===== config.mk =====
export PLATFORM = sky130hd
export DESIGN_NAME = pci_rr_arbiter
export DESIGN_NICKNAME = d
export VERILOG_FILES = /design/src/rtl/pci_rr_arbiter.sv
export SDC_FILE = /design/constraint.sdc
export NUM_CORES = 1
export LEC_CHECK = 0
export ABC_AREA = 1
export BUFFER_PORTS_ARGS = -buffer_cell sky130_fd_sc_hd__buf_2
export CAP_MARGIN = 10
export CORE_MARGIN = 10
export CORE_UTILIZATION = 56
export DETAILED_ROUTE_END_ITERATION = 8
export GPL_TIMING_DRIVEN = 1
export PLACE_DENSITY = 0.84
export SYNTH_ARGS = -nofsm -noshare
export SYNTH_HDL_FRONTEND = slang
export SYNTH_SLANG_ARGS = --single-unit

===== constraint.sdc =====
create_clock -name PCLK -period 2.55 [get_ports PCLK]
set_clock_uncertainty 0.2 [all_clocks]
set_input_delay 0.3825 -clock PCLK [delete_from_list [all_inputs] [get_ports PCLK]]
set_output_delay 0.3825 -clock PCLK [all_outputs]
set_load 0.01 [all_outputs]

===== src/rtl/pci_rr_arbiter.sv =====
// pci_rr_arbiter: round-robin PCI bus arbiter with request masking, bus parking,
// a guaranteed all-high GNT gap on ownership change and revocation of idle grantees.
// Ports: PCLK / RST_N (async active-low) clock and reset; REQ_N / GNT_N per-master
// active-low request and grant; FRAME_N / IRDY_N sampled bus signals; arb_enable,
// req_mask control; owner, bus_idle, timeout_pulse, timeout_id status.
module pci_rr_arbiter #(
    parameter int NUM_MASTERS  = 4,
    parameter int PARK_EN      = 1,
    parameter int PARK_MASTER  = 0,
    parameter int IDLE_TIMEOUT = 16
) (
    input  logic                           PCLK,
    input  logic                           RST_N,
    input  logic [NUM_MASTERS-1:0]         REQ_N,
    input  logic                           FRAME_N,
    input  logic                           IRDY_N,
    output logic [NUM_MASTERS-1:0]         GNT_N,
    input  logic                           arb_enable,
    input  logic [NUM_MASTERS-1:0]         req_mask,
    output logic [$clog2(NUM_MASTERS)-1:0] owner,
    output logic                           bus_idle,
    output logic                           timeout_pulse,
    output logic [$clog2(NUM_MASTERS)-1:0] timeout_id
);
    localparam int IW = $clog2(NUM_MASTERS);
    localparam logic [IW-1:0] PARK_IDX = IW'(PARK_MASTER);
    localparam logic [IW-1:0] LAST_RST = IW'(NUM_MASTERS - 1);
    localparam logic [7:0]    TMO_LAST = 8'(IDLE_TIMEOUT - 1);

    typedef enum logic [1:0] {S_IDLE, S_GRANT, S_BUSY, S_GAP} state_t;

    state_t                 state_q, state_d;
    logic [NUM_MASTERS-1:0] req_q, req_d, gnt_n_q, gnt_n_d;
    logic                   frame_q, frame_d, irdy_q, irdy_d;
    logic                   bus_idle_q, bus_idle_d, parked_q, parked_d;
    logic                   tmo_pulse_q, tmo_pulse_d;
    logic [IW-1:0]          owner_q, owner_d, last_q, last_d, tmo_id_q, tmo_id_d;
    logic [IW-1:0]          pick, cand;
    logic [7:0]             cnt_q, cnt_d;
    logic [NUM_MASTERS-1:0] elig, own_oh;
    logic                   idle_q, start;

    function automatic int wrap(input int v);
        return (v >= NUM_MASTERS) ? v - NUM_MASTERS : v;
    endfunction

    assign elig   = ~req_q & ~req_mask;
    assign idle_q = frame_q & irdy_q;
    // bus_idle_q is idle_q one cycle later, so this flags the first non-idle cycle
    assign start  = ~frame_q & bus_idle_q;
    assign own_oh = NUM_MASTERS'(1) << owner_q;

    assign GNT_N         = gnt_n_q;
    assign owner         = owner_q;
    assign bus_idle      = bus_idle_q;
    assign timeout_pulse = tmo_pulse_q;
    assign timeout_id    = tmo_id_q;

    // Scan downward so the eligible master closest after last_q is the final assignment
    always_comb begin
        pick = last_q;
        cand = '0;
        for (int i = NUM_MASTERS; i >= 1; i--) begin
            cand = IW'(wrap(int'(last_q) + i));
            if (elig[cand]) pick = cand;
        end
    end

    always_ff @(posedge PCLK or negedge RST_N) begin
        if (!RST_N) begin
            state_q     <= S_IDLE;
            gnt_n_q     <= '1;
            owner_q     <= '0;
            last_q      <= LAST_RST;
            parked_q    <= 1'b0;
            bus_idle_q  <= 1'b0;
            tmo_pulse_q <= 1'b0;
            tmo_id_q    <= '0;
            cnt_q       <= '0;
            req_q       <= '1;
            frame_q     <= 1'b1;
            irdy_q      <= 1'b1;
        end else begin
            state_q     <= state_d;
            gnt_n_q     <= gnt_n_d;
            owner_q     <= owner_d;
            last_q      <= last_d;
            parked_q    <= parked_d;
            bus_idle_q  <= bus_idle_d;
            tmo_pulse_q <= tmo_pulse_d;
            tmo_id_q    <= tmo_id_d;
            cnt_q       <= cnt_d;
            req_q       <= req_d;
            frame_q     <= frame_d;
            irdy_q      <= irdy_d;
        end
    end

    always_comb begin
        req_d       = REQ_N;
        frame_d     = FRAME_N;
        irdy_d      = IRDY_N;
        bus_idle_d  = idle_q;
        state_d     = state_q;
        owner_d     = owner_q;
        last_d      = last_q;
        parked_d    = parked_q;
        cnt_d       = cnt_q;
        tmo_pulse_d = 1'b0;
        tmo_id_d    = tmo_id_q;
        case (state_q)
            S_IDLE: begin
                if (elig != '0 && arb_enable) begin
                    state_d  = S_GRANT;
                    owner_d  = pick;
                    last_d   = pick;
                    parked_d = 1'b0;
                    cnt_d    = '0;
                end else if (PARK_EN != 0 && arb_enable) begin
                    state_d  = S_GRANT;
                    owner_d  = PARK_IDX;
                    parked_d = 1'b1;
                    cnt_d    = '0;
                end
            end
            S_GRANT: begin
                if (!arb_enable) state_d = S_GAP;
                else if (start) state_d = S_BUSY;
                else if (parked_q && elig != '0) state_d = S_GAP;
                else if (!parked_q && !elig[owner_q]) state_d = S_GAP;
                else if (!parked_q && idle_q && cnt_q == TMO_LAST) begin
                    state_d     = S_GAP;
                    tmo_pulse_d = 1'b1;
                    tmo_id_d    = owner_q;
                end else if (idle_q) cnt_d = cnt_q + 8'd1;
            end
            S_BUSY: begin
                // Hidden arbitration: drop GNT while the running transaction finishes
                if (!arb_enable || (elig & ~own_oh) != '0) state_d = S_GAP;
                else if (idle_q) begin
                    state_d = S_GRANT;
                    cnt_d   = '0;
                end
            end
            default: state_d = S_IDLE;
        endcase
    end

    always_comb begin
        gnt_n_d = (state_d == S_GRANT || state_d == S_BUSY) ? ~(NUM_MASTERS'(1) << owner_d) : '1;
    end
endmodule

# After elaboration in Yosys (flattened, before gate mapping)

Cells that the tools add are included.

Multiplexer cells: 51
Eq/ne operators: 14
Bitwise logic cells: 12
$add $sub $neg: 9
$lt $le $gt $ge: 9
Reductions and logical operators: 19
Shifts and indexed selects: 2

Operator list:

| cell                | number |
|---|---|
| $mux 8              | 10 |
| $mux 2              | 20 |
| $pmux 8 s3          | 1 |
| $ne 2x2->1 const B  | 8 |
| $not 4->4           | 4 |
| $lt 2x3->1 const B  | 5 |
| $mux 1              | 13 |
| $bmux 1 s2          | 5 |
| $reduce_and 10->1   | 1 |
| $ge 3x3->1 const B  | 3 |
| $add 8x1->8 const B | 1 |
| $and 4x4->4         | 2 |
| $eq 8x4->1 const B  | 1 |
| $reduce_bool 4->1   | 2 |
| $shl 1x2->4 const A | 2 |
| $sub 2x1->2 const B | 4 |
| $add 2x2->3 const B | 2 |
| $pmux 2 s3          | 1 |
| $reduce_and 6->1    | 1 |
| $logic_and 1x1->1   | 5 |
| $add 2x3->4 const B | 1 |
| $eq 2x1->1 const B  | 2 |
| $eq 2x2->1 const B  | 2 |
| $ge 4x3->1 const B  | 1 |
| other kinds (11)    | 19 |

Output and inout port bits: 10
Input port bits: 13
Flip-flop bits (word level): 29
Logic and storage cells: 128

# Longest topological paths before layout

Gate-level depths: netlist (run 1).

Word-level depth: 14
Depth in mapped cells: 14
Mapped depth without buffers: 13

# Worst setup path after synthesis (run 1)

No wires, ideal clock.

Path kind: reg2reg
Start: register req_q[1]
End: register tmo_id_q[1] (netlist: timeout_id[1])
Period minus slack after synthesis: 1.774 ns
Cell stages (with the launch flop): 9
Buffers on the path: 0
Library setup time: 0.118 ns
Path slack: 0.776 ns
Arrival time: 1.456 ns
Required time: 2.232 ns
Path through: dfstp_2 > nor2_2 > nor2_2 > nand2_1 > a21oi_1 > nand2_1 > or3_4 > nand2_1 > o21ai_2

Cells in the longest elaborated chain, start to end: 8
Elaborated cells between the ends (all ways): 11
Those cells by class: 2 x mux; 4 x bitwise; 5 x reduce/logical

Ends and longest elaborated chain:

| what                         | RTL line | source |
|---|---|---|
| start: declaration           | 33       | `logic [NUM_MASTERS-1:0] req_q, req_d, gnt_n_q, gnt_n_d;` |
| start signal: assignment     | 93       | `req_q <= req_d;` |
| $not 4->4 *                  | 47       | `assign elig = ~req_q & ~req_mask;` |
| $and 4x4->4 *                | 47       |  |
| $bmux 1 s2                   | 130      | `else if (!parked_q && !elig[owner_q]) state_d = S_GAP;` |
| $mux 1 (implied by the code) | 130      |  |
| $logic_not 1->1              | 130      |  |
| $logic_and 1x1->1            | 130      |  |
| $not 1->1 (no line)          | -        |  |
| $reduce_and 6->1 (no line) * | -        |  |
| end signal: assignment       | 91       | `tmo_id_q <= tmo_id_d;` |
| end: declaration             | 37       | `logic [IW-1:0] owner_q, owner_d, last_q, last_d, tmo_id_q, tmo_id_d;` |

Mark *: on every way between the ends. The rest lies on a longest branch, timed or not. The select of a mux whose other input is x is not followed.
A chain may end at the register's enable or synchronous reset.

# Worst setup path in the final report (run 1)

Start: register last_q[0]
End: register gnt_n_q[2] (netlist: GNT_N[2])

Cells in the longest elaborated chain, start to end: 14
Elaborated cells between the ends (all ways): 33
Those cells by class: 8 x add/sub; 4 x order compare; 1 x shift; 19 x mux; 1 x bitwise

Ends and longest elaborated chain:

| what                                      | RTL line | source |
|---|---|---|
| start: declaration                        | 37       |  |
| start signal: assignment                  | 87       | `last_q <= last_d;` |
| $add 2x3->4                               | 64       | `cand = IW'(wrap(int'(last_q) + i));` |
| $ge 4x3->1 or $sub 2x1->2 (tied branches) | 44       | `return (v >= NUM_MASTERS) ? v - NUM_MASTERS : v;` |
| $mux 2                                    | 44       |  |
| $bmux 1 s2                                | 65       | `if (elig[cand]) pick = cand;` |
| $mux 1 (implied by the code)              | 65       |  |
| $mux 2 (3 in a row)                       | 65       |  |
| $mux 2 *                                  | 65       |  |
| $mux 2 *                                  | 113      | `if (elig != '0 && arb_enable) begin` |
| $mux 2 *                                  | 111      | `case (state_q)` |
| net owner_d[1]                            | 37       |  |
| $shl 1x2->4 *                             | 150      | `gnt_n_d = (state_d == S_GRANT \|\| state_d == S_BUSY) ? ~(NUM_MASTERS'(1) << owner_d) : '1;` |
| $not 4->4 *                               | 150      |  |
| $mux 4 *                                  | 150      |  |
| net gnt_n_d[2]                            | 33       |  |
| end signal: assignment                    | 85       | `gnt_n_q <= gnt_n_d;` |
| end: declaration                          | 33       |  |

Mark *: on every way through the listed nets, which the timed path passes. The rest lies on a longest branch. The select of a mux whose other input is x is not followed.

==> metrics.md, run 1 <==
| Metric | Value |
|---|---|
| Synth Area in Simple Gates | 37.27% |
| H-Tree Depth | 2 |
| Total track usage | 13.67% |
| Synth top area share | 25.60% |
| Reg-to-Reg Start | last_q[0]$_DFFE_PN1P_ |
| Placed insts | 269 |
| # rows | 19 |
| WL per Instance | 11.70 um |
| Worst slew margin | 57.99% |
| DRC violations left | 0 |
| Die X-Extent | 74.47 um |
| Critical path endpoint | GNT_N[2]$_DFF_PN1_ |
| Gpl congestion | 0.9474 |
| Reg2Reg Depth | 13 |
| CTS tree | done |
| Worst-Skew Late Latency | 0.32 ns |
| Hold Vio Cnt, Final | 0 |
| Post-synthesis cell area | 1662 sq um |
| Initial core utilization | 59.23% |
| Post-synth EDFFs | 0 |
| Most frequent cells after synthesis | 76 x nand2_1, 21 x inv_1, 18 x nand3_1 |
| NetSw | 0.8562 mW |
| Status | completed |
| Most common flop cell mapped by yosys | dfrtp_1 |
| Tot Pwr | 1.852 mW |
| Cts repair resizes | 0 |
| Synthesized flop and latch total | 29 |
| Pin count of the biggest net entering global routing | 30 |
| Max-slew violation count | 0 |
| Setup TNS | 0 ns |
| Part of the cycle the worst path needs | 75.22% |
| IO Port Bufs | 22 |
| Grt peak-use layer | met2 |
| RSZ-0062 raised after global routing | no |
| Ys Warns | 0 |
| Comb pwr share | 46.8% |
| PD cells | 962.2 nW/um^2 |
| LEAKAGE | 0.9454 nW |
| R2R Setup Slk | 0.63 ns |
| Total routed wirelength | 3.322 mm |
| Number of buffers added for setup after CTS | 0 |
| Drt via density | 5.123 |
| Worst min path class | in -> reg |
| Final nets | 266 |
| Vias | 1455 |
| Initial antenna violation count | 0 |
| Post-synth ARST share | 100.0% |
| Compound-gate portion of the synthesized area | 8.660% |
| Area share of fa/ha/maj cells after synthesis | 0.7530% |
| Post-cts hold buffer count | 7 |
| Final min period | 1.918 ns |
| Num CTS Buffers | 5 |
| CTS max path bufs | 2 |
| Fillers | 236 |
| Slew @ Worst Pin | 0.6302 ns |
| Data arrival time of the critical path | 1.98 ns |
| Synth area leader | dfrtp_1 |
| Top-Level Pins | 23 |
| Max cap viols | 0 |
| Crit start category | flop |
| Crit path launch | last_q[0]$_DFFE_PN1P_ |
| Sequential Power Share | 38.8% |
| P_int | 0.9954 mW |
| Post-DRT Antenna Nets | 0 |
| Clock share of power | 14.4% |
| Die Ht | 74.47 um |
| Synth-to-layout area growth | 15.81% |
| Sequential cell area fraction in the yosys report | 44.58% |
| Post-synthesis average cell area | 7.657 sq um |
| XOR/XNOR share of the synthesized area | 1.581% |
| Main combinational cell family by area after synthesis | simple AND/OR/NAND/NOR gates |
| Cell count after synthesis | 217 |
| GRT met2 Usage | 20.37% |
| Iteration-0 DRC Markers | 97 |
| Number of diodes | 0 |
| Met3 Use GR | 4.787% |
| Grt met1 use | 18.07% |
| Peak supply drop | 0.6589 mV |
| Multiplexer share of the synthesized area | 0% |
| Vias in the first global route | 1343 |
| R2R Path End | GNT_N[2]$_DFF_PN1_ |
| DR pass1 iterations | 4 |
| Max Freq | 521.4 MHz |
| Clock Sinks | 29 |
| Final Setup Violations | 0 |
| Post-synth cell types | 29 |
| Root buffer cell | clkbuf_4 |
| Die area | 5546 sq um |
| Critical Path Sink Type | flop |
| Detailed Place HPWL | 2.512 mm |
| Sw Share | 46.24% |
| Core area | 2805 sq um |
| Area contributors post-synth | dfrtp_1 26%, dfstp_2 19%, nand2_1 17% |
| WS Path Type | reg -> reg |
| CP required | 2.61 ns |
| Global route total overflow | 0 |
| Post-Layout Cell Count | 284 |
| Clock-pin slew on the worst setup and hold paths | 0.10 ns |
| Top-count cell post-synth | nand2_1 |
| Crit-path max FO | 9 |
| Post-Syn Nets | 231 |
| Layout cell share with drive strength beyond 1 | 26.48% |
| First-pass GRT wire length | 5.982 mm |
-- worst max-delay path: stages, from the launching register on --
cell,delay (ns)
dfstp_2,0.66
inv_6,0.07
nand2_1,0.07
nand2_2,0.09
nand3_1,0.08
nand3_1,0.09
nand2_1,0.07
nand2_1,0.04
nand2_1,0.05
nand2_1,0.04
nand2_1,0.11
nand2_1,0.09
nand2_1,0.11
nand2_1,0.07
-- final cells by class --
cell class / count / area (sq um) / area share (%)
inverter: 26 / 107.6 / 5.592
sequential: 29 / 740.7 / 38.49
clock inverter: 3 / 17.52 / 0.9103
multi-input combinational: 161 / 802.0 / 41.68
tap: 31 / 38.79 / 2.016
clock buffer: 5 / 37.54 / 1.951
timing repair buffer: 29 / 180.2 / 9.363
-- per-stage QoR --
step                      setup slack (ns)  hold WS, ns  area [sq um]  utilization [%]
after CTS                           0.6445       0.2714          1924            68.60
after floorplan                     0.7764      -0.1131          1662                -
final                               0.6320       0.2849          1924            68.60
after global routing                0.4101       0.3227          1924            68.60
after global placement              0.6659       0.2299          1799            64.14
after detailed placement            0.6627       0.2341          1799            64.14
-- power by group through the flow --
stage | logic (mW) | clock network (mW) | registers, mW
finish | 0.867 | 0.266 | 0.718
global placement | 0.845 | 0 | 0.724
global route | 1.01 | 0.301 | 0.742
CTS | 0.869 | 0.275 | 0.716
floorplan | 0.690 | 0 | 0.704
detailed placement | 0.855 | 0 | 0.725
-- cell usage in the layout (no fill, tap or decap), types with 2 or more instances in the layout --
cell type       n
nor2_4          3
clkbuf_4        5
dfstp_2        12
clkinv_2        2
inv_1          21
nand4_1         5
o31ai_1         3
a21oi_1         5
nor3_1          4
nand2_2         3
dfrtp_1        17
dlygate4sd3_1   7
o21ai_0         9
nand2_1        76
nand3_1        18
nor2_1         12
nor2_2          8
o21ai_2         2
xor2_1          3
o21ai_1         2
inv_2           3
buf_2          22
-- sequential cells by signal, summed over array words and instances, names as in the netlist --
name           cells
GNT_N              4
timeout_pulse      1
last_q             2
parked_q           1
req_q              4
owner              2
timeout_id         2
state_q            2
cnt_q              8
bus_idle           1
irdy_q             1
frame_q            1
-- layer usage --
| metal | routed length [um] | part of all wire, % | up-vias |
|---|---|---|---|
| li1 | - | - | 771 |
| met1 | 1537 | 46 | 628 |
| met2 | 1520 | 46 | 50 |
| met3 | 228 | 6.9 | 6 |
| met4 | 36 | 1.1 | 0 |
| met5 | 0 | 0 | - |
-- logic make-up after synthesis --
logic type	after synthesis
AO/OA/AOI/OAI	23
XOR/XNOR	3
adder cells (fa/ha/maj)	1
buffers and inverters	27
flip-flops	29
AND/OR/NAND/NOR	134
-- how the worst min path moves through the flow --
stage	startpoint	endpoint	slack, ns	cells past startpoint
2_1_floorplan	RST_N	bus_idle$_DFF_PN0_	-0.11	0
6_report	arb_enable	timeout_pulse$_DFF_PN0_	0.28	5
3_3_place_gp	RST_N	owner[1]$_DFF_PN0_	0.23	1
4_1_cts	arb_enable	timeout_pulse$_DFF_PN0_	0.27	5
3_5_place_dp	RST_N	owner[1]$_DFF_PN0_	0.23	1
5_1_grt	timeout_id[1]$_DFFE_PN0P_	timeout_id[1]$_DFFE_PN0P_	0.32	2
No activity file was read; power rests on OpenSTA's default activity.
==> run 2, diff against run 1 <==
--- a/config.mk
+++ b/config.mk
@@ -9,10 +9,10 @@
 export BUFFER_PORTS_ARGS = -buffer_cell sky130_fd_sc_hd__buf_2
 export CAP_MARGIN = 10
 export CORE_MARGIN = 10
-export CORE_UTILIZATION = 56
+export CORE_UTILIZATION = 51
 export DETAILED_ROUTE_END_ITERATION = 8
 export GPL_TIMING_DRIVEN = 1
-export PLACE_DENSITY = 0.84
+export PLACE_DENSITY = 0.81
 export SYNTH_ARGS = -nofsm -noshare
 export SYNTH_HDL_FRONTEND = slang
 export SYNTH_SLANG_ARGS = --single-unit
==> constraint.sdc (replaced) <==
create_clock -name PCLK -period 1.59 [get_ports PCLK]
set_clock_uncertainty 0.2 [all_clocks]
set_input_delay 0.2385 -clock PCLK [delete_from_list [all_inputs] [get_ports PCLK]]
set_output_delay 0.2385 -clock PCLK [all_outputs]
set_load 0.01 [all_outputs]
==> metrics.md, run 2 (synthesized netlist as in run 1, its figures left out) <==
| Metric | Value |
|---|---|
| Max reg flops | 8 (unchanged) |
| Largest Register | cnt_q |
| PD cells | 1840 nW/um^2 (+91%) |
| CTS tree | done |
| Pin count of the biggest net entering global routing | 30 (unchanged) |
| GRT met2 Usage | 33.14% (+13 points) |
| First-pass GRT wire length | 9.397 mm (+57%) |
| DRC violations left | 0 (unchanged) |
| Die Ht | 77.08 um (+3.5%) |
| Crit start category | flop |
| Clock Sinks | 29 (unchanged) |
| Total routed wirelength | 7.680 mm (+130%) |
| Root buffer cell | clkbuf_4 |
| Grt peak-use layer | met2 |
| Data arrival time of the critical path | 2.15 ns (+0.17 ns) |
| DR pass1 iterations | 5 (+1) |
| Pre-CTS WS | -0.2986 ns (-0.9613 ns) |
| Met3 Use GR | 5.361% (+0.57 points) |
| Worst slew margin | 56.07% (-1.9 points) |
| Core area | 3078 sq um (+9.7%) |
| Post-Layout Cell Count | 349 (+23%) |
| Die area | 5941 sq um (+7.1%) |
| Commonest cells after routing, fill and taps aside | 39 x buf_4, 36 x nand2_1, 29 x nand2_2 |
| Placed insts | 316 (+17%) |
| Post-DRT Antenna Nets | 0 (unchanged) |
| Global route total overflow | 0 (unchanged) |
| # rows | 20 (+1) |
| Tot Pwr | 5.124 mW (+180%) |
| Failing checks | setup timing |
| Fillers | 121 (-49%) |
| Max cap viols | 0 (unchanged) |
| Gpl congestion | 0.9431 (-0.45%) |
| Drt via density | 6.129 (+20%) |
| Clock-pin slew on the worst setup and hold paths | 0.10 ns (about the same) |
| Final nets | 317 (+19%) |
| Num CTS Buffers | 5 (unchanged) |
| RSZ-0062 raised after global routing | yes |
| Final Core Density | 90.49% (+22 points) |
| Hold Vio Cnt, Final | 0 (unchanged) |
| Initial antenna violation count | 1 (+1) |
| Placement Cell Area | 2106 sq um (+17%) |
| Grt met1 use | 19.49% (+1.4 points) |
| Detailed Place HPWL | 3.091 mm (+23%) |
| Critical Path Sink Type | flop |
| Crit-path max FO | 6 (-3) |
| IO Port Bufs | 22 (unchanged) |
| LEAKAGE | 1.329 nW (+41%) |
| Final Setup Violations | 22 (+22) |
| Setup TNS | -7.656 ns (-7.656 ns) |
| Status | finished, violations left |
| Hold WS | 0.2408 ns (-0.04412 ns) |
| WL per Instance | 22.01 um (+88%) |
| Total track usage | 19.62% (+6.0 points) |
| Most common cell after layout, fill and taps aside | buf_4 |
| Layout cell share with drive strength beyond 1 | 61.84% (+35 points) |
| WS Path Type | reg -> reg |
| H-Tree Depth | 2 (unchanged) |
| Vias | 2139 (+47%) |
| Die X-Extent | 77.08 um (+3.5%) |
| CP required | 1.66 ns (-0.95 ns) |
| Synth-to-layout area growth | 67.62% |
| Worst min path class | in -> reg |
| Final min period | 2.078 ns (+0.1596 ns) |
| Vias in the first global route | 2029 (+51%) |
| Max Freq | 481.3 MHz (-7.7%) |
| Part of the cycle the worst path needs | 130.7% (+55 points) |
| Top-Level Pins | 23 (unchanged) |
| Iteration-0 DRC Markers | 249 (+160%) |
| Max-slew violation count | 0 (unchanged) |
| Initial core utilization | 53.98% (-5.2 points) |
| CTS max path bufs | 2 (unchanged) |
| Peak supply drop | 1.548 mV (+130%) |
| Worst-Skew Late Latency | 0.34 ns (+0.02 ns) |
| Slew @ Worst Pin | 0.6589 ns (+0.02865 ns) |
| Final setup margin | -0.4876 ns (-1.120 ns) |
| Final instance area | 2785 sq um (+45%) |
[run 2: cell count changes in the layout (fill, tap and decap cells not counted), sizes merged]
cell / before / now
inv: 25 / 26
nand2: 80 / 81
clkinv: 3 / 1
buf: 22 / 71
bufinv: 0 / 1
clkinvlp: 1 / 0
clkbuf: 5 / 7
diode: 0 / 1
[run 2: path summary, 6_finish.rpt]
| path | from | endpoint | slack [ns] | cells past startpoint |
|---|---|---|---|---|
| max | last_q[0]$_DFFE_PN1P_ | GNT_N[0]$_DFF_PN1_ | -0.49 | 12 |
| min | arb_enable | state_q[0]$_DFF_PN0_ | 0.24 | 6 |
| max reg2reg | last_q[0]$_DFFE_PN1P_ | GNT_N[0]$_DFF_PN1_ | -0.49 | 12 |
| min reg2reg | timeout_id[1]$_DFFE_PN0P_ | timeout_id[1]$_DFFE_PN0P_ | 0.30 | 2 |
| max in group asynchronous | RST_N | owner[1]$_DFF_PN0_ | 0.47 | 2 |
| min in group asynchronous | RST_N | state_q[0]$_DFF_PN0_ | 0.25 | 2 |
[run 2: critical path, stage by stage, from the launching register on]
cell	delay (ns)
dfstp_2	0.60
buf_12	0.14
inv_8	0.05
nand3_1	0.10
nand2_2	0.08
nor2_4	0.14
nand2_2	0.06
nand2_1	0.06
nand2_1	0.07
nand2_1	0.11
nand2_2	0.11
a21oi_2	0.21
nand2_1	0.09
[run 2: per-layer routing]
layer  vias to the layer above  part of all wire [%]
li1                        871                     -
met1                      1028                    37
met2                       169                    46
met3                        71                   8.8
met4                         0                   8.2
met5                         -                     0
[run 2: power breakdown]
group          switching [mW]  total (mW)  internal (mW)  leakage (nW)
sequential              0.189        1.15          0.964         0.351
clock                   0.280       0.655          0.375        0.0455
combinational            2.01        3.32           1.31         0.933
total                    2.47        5.12           2.65          1.33
[run 2: what timing repair did]
| item | 4_1_cts | 5_1_grt |
|---|---|---|
| pin swaps | 11 | 20 |
| hold buffers | 7 | 0 |
| endpoints found under the hold margin | 23 | 0 |
| gates cloned | 2 | 0 |
| setup buffers | 11 | 6 |
| setup endpoints to repair | 20 | 23 |
| gates resized for setup | 34 | 79 |
[run 2: cell type report]
class | count | area, sq um | area share (%)
diodes | 1 | 2.502 | 0.08985
flip-flops and latches | 29 | 742.0 | 26.64
clock buffers | 7 | 55.05 | 1.977
clock inverters | 1 | 30.03 | 1.078
repair buffers | 78 | 609.3 | 21.88
multi-input cells | 162 | 1165 | 41.82
inverters | 26 | 120.1 | 4.313
well taps | 44 | 55.05 | 1.977
repair inverters | 1 | 6.256 | 0.2246
